### config.mk
export PLATFORM = sky130hd
export DESIGN_NAME = boot_loader
export DESIGN_NICKNAME = d
export VERILOG_FILES = /design/src/rtl/boot_loader_pkg.sv /design/src/rtl/boot_loader_csum.sv /design/src/rtl/boot_loader.sv
export SDC_FILE = /design/constraint.sdc
export NUM_CORES = 1
export LEC_CHECK = 0
export BUFFER_PORTS_ARGS = -buffer_cell sky130_fd_sc_hd__buf_4
export CELL_PAD_IN_SITES_DETAIL_PLACEMENT = 1
export CELL_PAD_IN_SITES_GLOBAL_PLACEMENT = 2
export CORE_MARGIN = 1.5
export CORE_UTILIZATION = 31
export DETAILED_ROUTE_END_ITERATION = 8
export PLACE_DENSITY_LB_ADDON = 0.1
export REMOVE_ABC_BUFFERS = 1
export SETUP_SLACK_MARGIN = 0.15
export SLEW_MARGIN = 20
export SYNTH_ARGS = -nofsm -noshare
export SYNTH_HDL_FRONTEND = slang
export SYNTH_HIERARCHICAL = 1
export SYNTH_SLANG_ARGS = --single-unit
### constraint.sdc
create_clock -name clk -period 3.75 [get_ports clk]
set_input_delay 0.375 -clock clk [delete_from_list [all_inputs] [get_ports clk]]
set_output_delay 0.375 -clock clk [all_outputs]
set_load 0.005 [all_outputs]
### src/rtl/boot_loader_pkg.sv
// Shared types and defaults for the boot loader: FSM state encoding and memory sizes.
// CHECK/ERROR states exist only when BOOT_LOADER_CHECKSUM_EN is defined.
package boot_loader_pkg;

   localparam int IMEM_WORDS_DEF = 512;
   localparam int DMEM_WORDS_DEF = 1024;

   typedef enum logic [2:0] {
      ST_IDLE   = 3'd0,
      ST_LOAD_D = 3'd1,
      ST_LOAD_I = 3'd2,
`ifdef BOOT_LOADER_CHECKSUM_EN
      ST_CHECK  = 3'd3,
      ST_ERROR  = 3'd6,
`endif
      ST_SETTLE = 3'd4,
      ST_RUN    = 3'd5
   } state_t;

   // Word index to byte address.
   function automatic logic [31:0] word_addr(input logic [29:0] idx);
      return {idx, 2'b00};
   endfunction

endpackage

### src/rtl/boot_loader_csum.sv
// 32-bit wrap-around accumulator of loaded words; used only under BOOT_LOADER_CHECKSUM_EN.
module loader_csum (
   input  logic        clk,
   input  logic        arst_n,
   input  logic        clr,
   input  logic        add_en,
   input  logic [31:0] data,
   output logic [31:0] sum
);

   always_ff @(posedge clk or negedge arst_n) begin
      if (!arst_n)     sum <= '0;
      else if (clr)    sum <= '0;
      else if (add_en) sum <= sum + data;
   end

endmodule

### src/rtl/boot_loader.sv
// Streams DMEM then IMEM images into memory, then enables the cpu.
// Optional checksum trailer word enabled by BOOT_LOADER_CHECKSUM_EN.
module boot_loader
   import boot_loader_pkg::*;
#(
   parameter int IMEM_WORDS = IMEM_WORDS_DEF,
   parameter int DMEM_WORDS = DMEM_WORDS_DEF
) (
   input  logic        clk,
   input  logic        arst_n,
   input  logic        start,
   input  logic        s_valid,
   input  logic [31:0] s_data,
   output logic        s_ready,
   output logic [31:0] addr_ext,
   output logic [31:0] wdata_ext,
   output logic        wen_ext,
   output logic        ren_ext,
   output logic [31:0] addr_ext_2,
   output logic [31:0] wdata_ext_2,
   output logic        wen_ext_2,
   output logic        ren_ext_2,
   output logic        cpu_enable,
   output logic        busy,
   output logic        done,
   output logic        error
);

   localparam int MAX_WORDS = (IMEM_WORDS > DMEM_WORDS) ? IMEM_WORDS : DMEM_WORDS;
   localparam int IDX_W     = (MAX_WORDS > 2) ? $clog2(MAX_WORDS) : 1;
   localparam logic [IDX_W-1:0] D_LAST = IDX_W'(DMEM_WORDS - 1);
   localparam logic [IDX_W-1:0] I_LAST = IDX_W'(IMEM_WORDS - 1);

   state_t           state;
   logic [IDX_W-1:0] idx;

   assign ren_ext   = 1'b0;
   assign ren_ext_2 = 1'b0;

`ifdef BOOT_LOADER_CHECKSUM_EN
   logic [31:0] csum;

   loader_csum u_csum (
      .clk    (clk),
      .arst_n (arst_n),
      .clr    ((state == ST_IDLE) && start),
      .add_en (s_valid && ((state == ST_LOAD_D) || (state == ST_LOAD_I))),
      .data   (s_data),
      .sum    (csum)
   );

   assign s_ready = (state == ST_LOAD_D) || (state == ST_LOAD_I) || (state == ST_CHECK);
   assign busy    = (state == ST_LOAD_D) || (state == ST_LOAD_I) || (state == ST_CHECK) ||
                    (state == ST_SETTLE);
`else
   assign s_ready = (state == ST_LOAD_D) || (state == ST_LOAD_I);
   assign busy    = (state == ST_LOAD_D) || (state == ST_LOAD_I) || (state == ST_SETTLE);
   assign error   = 1'b0;
`endif

   always_ff @(posedge clk or negedge arst_n) begin
      if (!arst_n) begin
         state       <= ST_IDLE;
         idx         <= '0;
         addr_ext    <= '0;
         wdata_ext   <= '0;
         wen_ext     <= 1'b0;
         addr_ext_2  <= '0;
         wdata_ext_2 <= '0;
         wen_ext_2   <= 1'b0;
         cpu_enable  <= 1'b0;
         done        <= 1'b0;
`ifdef BOOT_LOADER_CHECKSUM_EN
         error       <= 1'b0;
`endif
      end else begin
         // Write strobes and buses are single-cycle; idle cycles drive zero.
         addr_ext    <= '0;
         wdata_ext   <= '0;
         wen_ext     <= 1'b0;
         addr_ext_2  <= '0;
         wdata_ext_2 <= '0;
         wen_ext_2   <= 1'b0;
         case (state)
            ST_IDLE: begin
               if (start) begin
                  state <= ST_LOAD_D;
                  idx   <= '0;
               end
            end
            ST_LOAD_D: begin
               if (s_valid) begin
                  wen_ext_2   <= 1'b1;
                  addr_ext_2  <= word_addr(30'(idx));
                  wdata_ext_2 <= s_data;
                  if (idx == D_LAST) begin
                     idx   <= '0;
                     state <= ST_LOAD_I;
                  end else begin
                     idx <= idx + 1'b1;
                  end
               end
            end
            ST_LOAD_I: begin
               if (s_valid) begin
                  wen_ext   <= 1'b1;
                  addr_ext  <= word_addr(30'(idx));
                  wdata_ext <= s_data;
                  if (idx == I_LAST) begin
                     idx   <= '0;
`ifdef BOOT_LOADER_CHECKSUM_EN
                     state <= ST_CHECK;
`else
                     state <= ST_SETTLE;
`endif
                  end else begin
                     idx <= idx + 1'b1;
                  end
               end
            end
`ifdef BOOT_LOADER_CHECKSUM_EN
            ST_CHECK: begin
               if (s_valid) begin
                  if (s_data == csum) begin
                     state <= ST_SETTLE;
                  end else begin
                     state <= ST_ERROR;
                     error <= 1'b1;
                  end
               end
            end
            ST_ERROR: ;
`endif
            // One spare cycle lets the last memory write land before the cpu starts.
            ST_SETTLE: begin
               state      <= ST_RUN;
               cpu_enable <= 1'b1;
               done       <= 1'b1;
            end
            ST_RUN: ;
            default: state <= ST_IDLE;
         endcase
      end
   end

endmodule

Word-level counts from Yosys, hierarchy flattened
Index checks and enable logic that the tools add are counted.

Add/subtract/negate cells: 1. Multiply operators: 0. Div/mod/pow operators: 0. $lt $le $gt $ge: 0. Eq/ne operators: 11. Shift operators: 0. Multiplexer cells: 21. Bitwise gates (word level): 1. Reductions and logical operators: 6.

Operators with widths (count): $mux 32 (4); $mux 10 (5); $pmux 10 s3 (1); $mux 12 (2); $mux 3 (5); $pmux 3 s5 (1); $add 10x1->10 const B (1); $eq 10x10->1 const B (1); $eq 10x9->1 const B (1); $eq 3x3->1 const B (2); $ne 2x2->1 const B (3); $reduce_and 6->1 (1); $ne 2x1->1 const B (2); $reduce_and 4->1 (1); $eq 3x1->1 const B (1); $eq 3x2->1 const B (1); $logic_not 3->1 (1); $mux 1 (3); $reduce_bool 3->1 (1); $logic_or 1x1->1 (2); $not 1->1 (1).

Flip-flop bits (word level): 144. Latch bits: 0. Memory bits (writable): 0. Memory bits (read-only): 0. Word-level logic and storage cells: 49. Memories kept: 0.

Depth between registers and ports, before layout
Gate-level depths: netlist of run 1.

Word-level depth: 4. Depth in mapped cells: 7. Mapped depth without buffers: 5.

Worst setup path before layout of run 1
OpenSTA, ideal clock, no wires.

Path kind: reg-to-reg. From: register idx[0]. To: register idx[5]. Setup time: 0.104 ns. Data arrival time: 1.574 ns. Required time: 3.646 ns. Setup slack: 2.072 ns. Cell stages (with the launch flop): 7. Path buffers: 1. Clock period less this slack: 1.678 ns. Cell sequence: dfrtp_1 > ha_1 > and4_1 > buf_4 > a311oi_4 > nor2_1 > o311ai_1.

Longest elaborated chain between the ends: 4.

RTL lines: start, declared (line boot_loader.sv:35) `logic [IDX_W-1:0] idx;`; start signal, assigned (line boot_loader.sv:100) `idx <= idx + 1'b1;`; start signal, assigned (line boot_loader.sv:117) `idx <= idx + 1'b1;`; $add 10x1->10, or another cell as far along (line boot_loader.sv:100, boot_loader.sv:117); $mux 10, on equally long branches (line boot_loader.sv:109, boot_loader.sv:96); $mux 10, on equally long branches (line boot_loader.sv:105, boot_loader.sv:92); $pmux 10 s3 (*) (line boot_loader.sv:84) `case (state)`.

Mark *: on every way between the ends. The rest lies on a longest branch, timed or not. The select of a mux whose other input is x is not followed. A chain may end at the register's enable or synchronous reset.

Final worst setup path of run 1
From: register state[2]. To: register wdata_ext[22].

Longest elaborated chain between the ends: 2.

RTL lines: start, declared (line boot_loader.sv:34) `state_t state;`; start signal, assigned (line boot_loader.sv:63) `state <= ST_IDLE;`; start signal, assigned (line boot_loader.sv:87) `state <= ST_LOAD_D;`; start signal, assigned (line boot_loader.sv:98) `state <= ST_LOAD_I;`; $eq 3x2->1 (line boot_loader.sv:84); $mux 32 (line boot_loader.sv:84); end signal, assigned (line boot_loader.sv:108) `wdata_ext <= s_data;`; end, declared (line boot_loader.sv:16) `output logic [31:0] wdata_ext,`.

No other way between the ends.

==> impl_metrics.py, run 1 <==
metrics = {
    "route": {
        "routed_wl_mm": 9.35,
        "post_drt_via_cell_ratio": 4.26,
        "firstDrtPassIters": 4,
        "drt-wirelength-per-cell_um": 14.9,
        "drc": 0,
        "drtIter0Drc": 115,
        "dr_total_vias": 2674,
        "final_antenna_net_count": 0,
    },
    "worst_setup_path": {
        "startpoint": "state[2]",
        "end_kind": "flop",
        "crit_path_max_fanout": 38,
        "rr_startpoint": "state[2]",
        "rr_worst_depth": 3,
        "slowest_stage": "clkinv_1",
        "endpoint": "wdata_ext[22]",
        "crit_path_max_incr_delay_ns": 0.88,
        "worstSetupStartpointType": "flop",
        "path_cells": "nand4bb_1 -> clkinv_1 -> and2_1",
        "worstSetupPathType": "reg -> reg",
        "rrSetupSlack_ns": 1.07,
        "r2r_end": "wdata_ext[22]",
        "crit_buf_inv": 1,
        "cp_num_cells": 3,
        "crit_arrival_ns": 2.90,
        "crit_required_ns": 3.97,
        "critPathTopFamily": "simple AND/OR/NAND/NOR gates",
    },
    "power_and_ir_drop": {
        "power.switching_uw": 437,
        "switching_share_pct": 21.7,
        "p_int_mw": 1.57,
        "pwr-share-clk_pct": 42.6,
        "vdd_ir_drop_max_mv": 0.227,
        "p_comb_share_pct": 3.6,
        "power_frac_seq_pct": 53.8,
        "power_density_nw_per_um2": 387,
        "leakage_nw": 2.78,
    },
    "layout": {
        "syn_to_final_growth_pct": 28.8,
        "finalNonFillerCells": 628,
        "drive_above_1_share_pct": 32.0,
        "utilization_pct": 41.0,
        "fill_cells": 1429,
        "n_antenna_cell": 0,
        "final_nets": 488,
    },
    "die": {
        "row_count": 41,
        "die_area_um2": 13700,
        "die_height_um": 117,
        "dieWidth_um": 117,
        "core_area_um2": 12700,
        "io_pins": 173,
        "start_util_pct": 31.8,
    },
    "placement": {
        "gp_congestion": 0.747,
        "dpl.hpwl_mm": 6.41,
        "io_buffers": 125,
        "dp.cells": 612,
    },
    "logic_synthesis": {
        "synth_area_leaders": "dfrtp_1 62%, and2_1 12%, buf_4 9.1%, nor2_1 1.5%, o21ai_0 1.4%",
        "synth.most_common_cell": "dfrtp_1",
        "ys.warnings.count": 6,
        "postSynthAreaPerCell_um2": 12.1,
        "yosysTopAreaCell": "dfrtp_1",
        "synthCells": 332,
        "seq_area_frac_synth_pct": 62.1,
        "synth-async-reset-ratio_pct": 100,
        "synth_seq_cells": 100,
        "netlist_area_um2": 4030,
        "yosys-top-cells-count": "100 x dfrtp_1, 75 x and2_1, 49 x buf_4",
        "yosysUniqueCellTypes": 44,
        "synth_top_area_share_pct": 62.1,
        "synth_edf_count": 0,
        "synth_flop_cell": "dfrtp_1",
    },
    "cts": {
        "ctsHoldBuffers": 0,
        "cts.clk_slew.worst_paths_ns": 0.07,
        "cts-root-buf": "clkbuf_16",
        "clk_latency_ns": 0.34,
        "tritoncts": "yes",
        "clock_sinks": 100,
        "cts_setup_buffers": 0,
        "cts-resized-gates": 0,
        "cts_buffers": 9,
        "cts_max_path_buffers": 2,
        "cts.htree.levels": 3,
    },
    "global_routing": {
        "grt_max_degree": 87,
        "antenna_found_initial": 0,
        "grt_pass1_wl_mm": 14.2,
        "grt_overflow_total": 0,
        "grt_pass1_vias": 2662,
        "grt_use_total_pct": 13.7,
    },
    "outcome": {
        "status": "completed",
    },
    "sta": {
        "skew_ns": 0.00650,
        "fin_tns_setup_ns": 0,
        "finalSetupViolCount": 0,
        "min_period_ns": 2.68,
        "fmax_mhz": 374,
        "hold_viol": 0,
        "tightestPinTransition_ns": 0.967,
        "fin_crit_sh_pct": 71.4,
        "max_slew_margin_pct": 35.1,
        "drv_slew": 0,
        "rsz0062_at_grt": "no",
    },
    "flow_run": {
        "maxCapViolations": 0,
    },
    "hold_path": {
        "holdCritPathClass": "in -> async",
    },
}
==> metrics by stage <==
stage               area [um2]  total power [mW]  hold slack (ns)  setup slack, ns
floorplan                 3760              1.12           0.0794             2.05
global placement          4920              1.17            0.504             1.31
detailed placement        4920              1.18            0.504             1.29
CTS                       5190              2.04            0.233             1.23
global route              5190              2.09            0.168            0.785
finish                    5190              2.01           0.0780             1.07
==> worst reg2reg max path: cells and delay by family, from the launching register on <==
family        cells  cell delay (ns)
buf+inv           1             0.88
simple gates      2             0.96
flops             1             0.71
==> flip-flops by register name (all words and copies together) (netlist names) <==
name / count
addr_ext: 10
addr_ext_2: 10
done: 1
idx: 10
state: 3
wdata_ext: 32
wdata_ext_2: 32
wen_ext: 1
wen_ext_2: 1
==> power by group through the flow <==
stage	registers [mW]	logic [mW]	clock network (mW)
2_1_floorplan	1.10	0.0162	0
3_3_place_gp	1.10	0.0720	0
3_5_place_dp	1.10	0.0727	0
4_1_cts	1.08	0.0729	0.889
5_1_grt	1.08	0.0847	0.927
6_report	1.08	0.0720	0.856
==> cells in the final DEF (no fill, tap or decap), types with 4 or more instances in the layout <==
cell	Yosys	final
nor2_1	16	16
inv_1	10	8
nand3_1	6	6
clkbuf_16	0	9
o21ai_0	11	11
conb_1	1	47
nand2_1	4	4
and2_1	75	75
dfrtp_1	100	100
buf_4	49	125
==> per-layer routing <==
layer	share of wire [%]	track usage, %	wire (um)
met5	0	0	0
met4	1.8	6.02	164
met3	6.1	2.99	568
met2	48	22.6	4440
met1	45	17.5	4170
==> how the worst min path moves through the flow <==
| stage | depth (start not counted) | end |
|---|---|---|
| 3_5_place_dp | 1 | done |
| 6_report | 1 | wdata_ext_2[14] |
| 5_1_grt | 1 | wdata_ext[13] |
| 3_3_place_gp | 1 | done |
| 2_1_floorplan | 0 | addr_ext[10] |
| 4_1_cts | 2 | wdata_ext[16] |
==> cell families (layout without fill, tap and decap cells) <==
logic type / Yosys count / count (layout) / synth area share (%)
simple gates: 115 / 115 / 17.2
flops: 100 / 100 / 62.1
buf+inv: 74 / 152 / 12.0
compound gates: 40 / 40 / 8.04
fa+ha+maj: 1 / 1 / 0.310
other cells: 1 / 47 / 0.0930
mux: 1 / 1 / 0.248
==> final cells by class <==
cell class | count | area (um2) | share of cell area (%)
flip-flops and latches | 100 | 2500 | 48.2
repair buffers | 126 | 950 | 18.3
inverters | 10 | 37.5 | 0.723
clock buffers | 12 | 246 | 4.75
multi-input cells | 204 | 1220 | 23.4
well taps | 172 | 215 | 4.14
clock inverters | 4 | 25.0 | 0.482
(Power assumes the default switching activity.)
==> run 2: changes to the inputs <==
- CORE_UTILIZATION: 31 -> 29
- clock period: 3.75 -> 2.6 ns (I/O delays scaled with it)
==> impl_metrics.py, run 2 (synthesis gave the netlist of run 1 again) <==
metrics = {
    "route": {
        "drtIter0Drc": 166,
        "dr_total_vias": 2657,
        "drt-wirelength-per-cell_um": 14.8,
        "drc": 0,
        "firstDrtPassIters": 4,
        "post_drt_via_cell_ratio": 4.18,
        "routed_wl_mm": 9.42,
        "final_antenna_net_count": 0,
    },
    "sta": {
        "hold_slack_ns": 0.128,
        "fin_tns_setup_ns": 0,
        "skew_ns": 0.00343,
        "hold_viol": 0,
        "rsz0062_at_grt": "no",
        "finalSetupViolCount": 0,
        "tightestPinTransition_ns": 0.609,
        "fmax_mhz": 490,
        "drv_slew": 0,
        "max_slew_margin_pct": 59.4,
        "min_period_ns": 2.04,
        "fin_crit_sh_pct": 78.5,
    },
    "global_routing": {
        "grt_pass1_wl_mm": 14.7,
        "antenna_found_initial": 0,
        "grt_pass1_vias": 2738,
        "grt_use_total_pct": 13.3,
        "grt_overflow_total": 0,
        "grt_max_degree": 47,
    },
    "worst_setup_path": {
        "crit_required_ns": 2.34,
        "crit_path_max_incr_delay_ns": 0.49,
        "cp_num_cells": 3,
        "crit_path_max_fanout": 9,
        "crit_arrival_ns": 1.78,
        "end_kind": "output pin",
        "worstSetupStartpointType": "flop",
        "crit_buf_inv": 1,
        "critPathTopFamily": "flip-flops",
        "worstSetupPathType": "reg -> out",
        "path_cells": "nand2b_1 -> a21oi_1 -> buf_4",
        "rr_worst_depth": 5,
        "slowest_stage": "dfrtp_1",
    },
    "die": {
        "die_height_um": 121,
        "die_area_um2": 14600,
        "start_util_pct": 30.1,
        "row_count": 42,
        "core_area_um2": 13400,
        "dieWidth_um": 121,
        "io_pins": 173,
    },
    "cts": {
        "cts.clk_slew.worst_paths_ns": 0.07,
        "cts-root-buf": "clkbuf_16",
        "cts_buffers": 9,
        "cts_max_path_buffers": 2,
        "clk_latency_ns": 0.34,
        "cts.htree.levels": 3,
        "cts-resized-gates": 0,
        "tritoncts": "yes",
        "clock_sinks": 100,
        "cts_setup_buffers": 0,
        "ctsHoldBuffers": 1,
    },
    "layout": {
        "fill_cells": 1504,
        "syn_to_final_growth_pct": 30.1,
        "final_cell_mix": "128 x buf_4, 100 x dfrtp_1, 75 x and2_1, 47 x conb_1, 16 x nor2_1",
        "top_regs": "wdata_ext (32), wdata_ext_2 (32)",
        "final_common_cell": "buf_4",
        "seq_area_um2": 2500,
        "n_antenna_cell": 0,
        "final_nets": 492,
        "finalNonFillerCells": 636,
        "multi_input_area_um2": 1220,
        "utilization_pct": 39.1,
        "drive_above_1_share_pct": 32.8,
    },
    "flow_run": {
        "maxCapViolations": 0,
    },
    "power_and_ir_drop": {
        "vdd_ir_drop_max_mv": 0.245,
        "leakage_nw": 2.83,
        "power_density_nw_per_um2": 556,
    },
    "hold_path": {
        "whs_path_depth": 2,
        "holdCritPathClass": "in -> reg",
    },
    "placement": {
        "dp.cells": 619,
        "io_buffers": 125,
        "gp_congestion": 0.736,
        "dpl.hpwl_mm": 6.62,
    },
    "outcome": {
        "status": "completed",
    },
}
[run 2: cell count changes in the layout (fill, tap and decap cells not counted), sizes merged]
cell         previous run  this run
dlygate4sd3             0         1
inv                     8        11
clkinvlp                2         0
clkinv                  4         5
clkbuf                 12        10
buf                   126       129
[run 2: per-stage QoR]
stage / cell area (um2) / power (mW) / setup WS (ns)
floorplan: 3760 / 1.61 / 0.903
global placement: 4960 / 1.70 / 0.715
detailed placement: 4960 / 1.70 / 0.670
CTS: 5240 / 2.96 / 0.518
global route: 5240 / 3.05 / 0.426
finish: 5240 / 2.92 / 0.558
[run 2: per-layer routing]
layer | wire length (um) | vias to the layer above | part of all wire (%) | GRT usage [%]
li1 | - | 1234 | - | -
met5 | 0 | - | 0 | 0
met2 | 4490 | 110 | 48 | 21.7
met3 | 706 | 11 | 7.5 | 2.63
met1 | 4060 | 1302 | 43 | 17.1
met4 | 165 | 0 | 1.8 | 5.74
[run 2: worst paths after layout]
kind | from | end | slack [ns]
max in group asynchronous | arst_n | wen_ext_2 | 1.41
min in group asynchronous | arst_n | wdata_ext[23] | 0.49
setup / recovery | state[0] | s_ready | 0.56
hold reg to reg | done | done | 0.52
setup reg to reg | idx[0] | idx[4] | 0.64
hold / removal | s_data[19] | wdata_ext_2[19] | 0.13
[run 2: worst reg2reg max path, stage by stage (launching register included)]
cell	delay [ns]
dfrtp_1	0.40
ha_1	0.23
and4_1	0.48
a31oi_2	0.24
or2_1	0.29
a22o_1	0.21
[run 2: final cells by class]
cell class	count	area share, %
clock inverters	6	0.716
flip-flops and latches	100	47.7
repair buffers	130	18.9
multi-input cells	204	23.2
well taps	176	4.20
clock buffers	10	4.56
inverters	10	0.716
[run 2: where the power goes]
group	total [mW]	internal (mW)	switching [mW]
clock	1.24	0.673	0.571
sequential	1.56	1.56	0.00306
combinational	0.110	0.0426	0.0673
==> run 3: changes to the inputs <==
- CORE_UTILIZATION: 29 -> 26
- clock period: 2.6 -> 1.75 ns (I/O delays scaled with it)
==> impl_metrics.py, run 3 (synthesis gave the netlist of run 1 again) <==
metrics = {
    "worst_setup_path": {
        "end_kind": "flop",
        "slowest_stage": "dfrtp_2",
        "crit_buf_inv": 1,
        "crit_path_max_fanout": 7,
        "path_cells": "buf_4 -> mux2i_1 -> o22a_2 -> a211o_1 -> a22o_1",
        "worstSetupStartpointType": "flop",
        "crit_arrival_ns": 1.86,
        "worstSetupPathType": "reg -> reg",
        "crit_required_ns": 1.98,
        "critPathTopFamily": "compound AO/OA/AOI/OAI gates",
        "crit_path_max_incr_delay_ns": 0.44,
    },
    "placement": {
        "gp_congestion": 0.783,
        "dpl.hpwl_mm": 7.03,
        "io_buffers": 125,
    },
    "cts": {
        "clk_latency_ns": 0.34,
        "cts-root-buf": "clkbuf_16",
        "cts_buffers": 9,
        "cts.htree.levels": 3,
        "cts_max_path_buffers": 2,
        "clock_sinks": 100,
        "tritoncts": "yes",
        "cts.clk_slew.worst_paths_ns": 0.07,
    },
    "power_and_ir_drop": {
        "leakage_nw": 2.98,
        "power_density_nw_per_um2": 811,
        "vdd_ir_drop_max_mv": 0.413,
    },
    "route": {
        "routed_wl_mm": 10.0,
        "firstDrtPassIters": 4,
        "drc": 0,
        "drt-wirelength-per-cell_um": 14.8,
        "drtIter0Drc": 93,
        "dr_total_vias": 2795,
        "final_antenna_net_count": 0,
        "post_drt_via_cell_ratio": 4.14,
    },
    "layout": {
        "final_cell_mix": "151 x buf_4, 98 x dfrtp_1, 75 x and2_1, 47 x conb_1, 15 x nor2_1",
        "fill_cells": 1688,
        "drive_above_1_share_pct": 38.4,
        "top_regs": "wdata_ext (32), wdata_ext_2 (32)",
        "final_common_cell": "buf_4",
        "final_nets": 519,
        "n_antenna_cell": 0,
        "syn_to_final_growth_pct": 38.0,
    },
    "sta": {
        "min_period_ns": 1.63,
        "fin_crit_sh_pct": 93.4,
        "hold_slack_ns": 0.0413,
        "skew_ns": 0.00939,
        "drv_slew": 0,
        "fin_tns_setup_ns": 0,
        "hold_viol": 0,
        "fmax_mhz": 612,
        "rsz0062_at_grt": "yes",
        "finalSetupViolCount": 0,
    },
    "global_routing": {
        "grt.met1_usage_pct": 15.9,
        "grt_max_degree": 39,
        "grt_use_met2_pct": 20.4,
        "grt_overflow_total": 0,
        "grt_pass1_vias": 2930,
        "antenna_found_initial": 0,
        "grt_pass1_wl_mm": 15.5,
        "busiest_layer": "met2",
        "met3_usage_pct": 2.60,
        "grt_use_total_pct": 12.4,
    },
    "hold_path": {
        "holdCritPathClass": "in -> reg",
    },
    "die": {
        "row_count": 45,
        "core_area_um2": 15100,
        "die_height_um": 128,
        "start_util_pct": 26.6,
        "die_area_um2": 16300,
        "io_pins": 173,
        "dieWidth_um": 128,
    },
    "outcome": {
        "status": "completed",
    },
    "flow_run": {
        "maxCapViolations": 0,
    },
}
==> run 3: cell count changes in the layout (fill, tap and decap cells not counted), moves of 2 or more <==
| cell | delta |
|---|---|
| buf_12 | +3 |
| buf_4 | +23 |
| clkinv_2 | -3 |
| dfrtp_1 | -2 |
| dfrtp_2 | +2 |
==> run 3: per-stage QoR <==
step	util, %	std cells	setup WS [ns]	instance area (um2)	total power, mW
finish	36.7	675	0.116	5560	4.51
global route	36.7	675	0.0568	5560	4.72
CTS	36.2	667	0.0626	5480	4.60
detailed placement	33.9	649	0.00300	5130	2.53
global placement	33.9	649	0.0397	5130	2.53
floorplan	-	314	0.0526	3760	2.40
==> run 3: routing by layer <==
layer / part of all wire, % / routed length (um) / vias to the layer above
met5: 0 / 0 / -
met2: 47 / 4740 / 110
met3: 5.2 / 518 / 13
met1: 46 / 4580 / 1384
met4: 1.6 / 165 / 0
li1: - / - / 1288
==> run 3: path summary, 6_finish.rpt <==
check	startpoint	endpoint	slack (ns)	cells past startpoint
worst max-delay path	state[1]	idx[4]	0.12	5
worst min register to register	done	done	0.53	1
min in group asynchronous	arst_n	wdata_ext_2[26]	0.32	2
worst max register to register	state[1]	idx[4]	0.12	5
worst min-delay path	s_data[19]	wdata_ext_2[19]	0.04	2
max in group asynchronous	arst_n	wdata_ext[22]	0.81	3
==> run 3: timing repair <==
| item | CTS | global route |
|---|---|---|
| setup endpoints to repair | 18 | 11 |
| gates cloned | 0 | 0 |
| pin swaps | 2 | 7 |
| hold endpoints to repair | 28 | 0 |
| setup buffers | 1 | 8 |
| gates resized for setup | 11 | 7 |
| hold buffers | 1 | 0 |
==> run 3: layout make-up <==
class                      count  area [um2]  area share (%)
multi-input combinational    204        1250            22.4
clock buffer                  10         229            4.12
timing repair buffer         157        1230            22.2
clock inverter                 6        71.3            1.28
tap                          188         235            4.23
inverter                      10        37.5           0.675
sequential                   100        2500            45.0
==> run 3: power by group <==
part / internal, mW / switching (mW)
Combinational: 0.0710 / 0.104
Sequential: 2.31 / 0.00200
Clock: 1.13 / 0.897
Total: 3.51 / 1.00
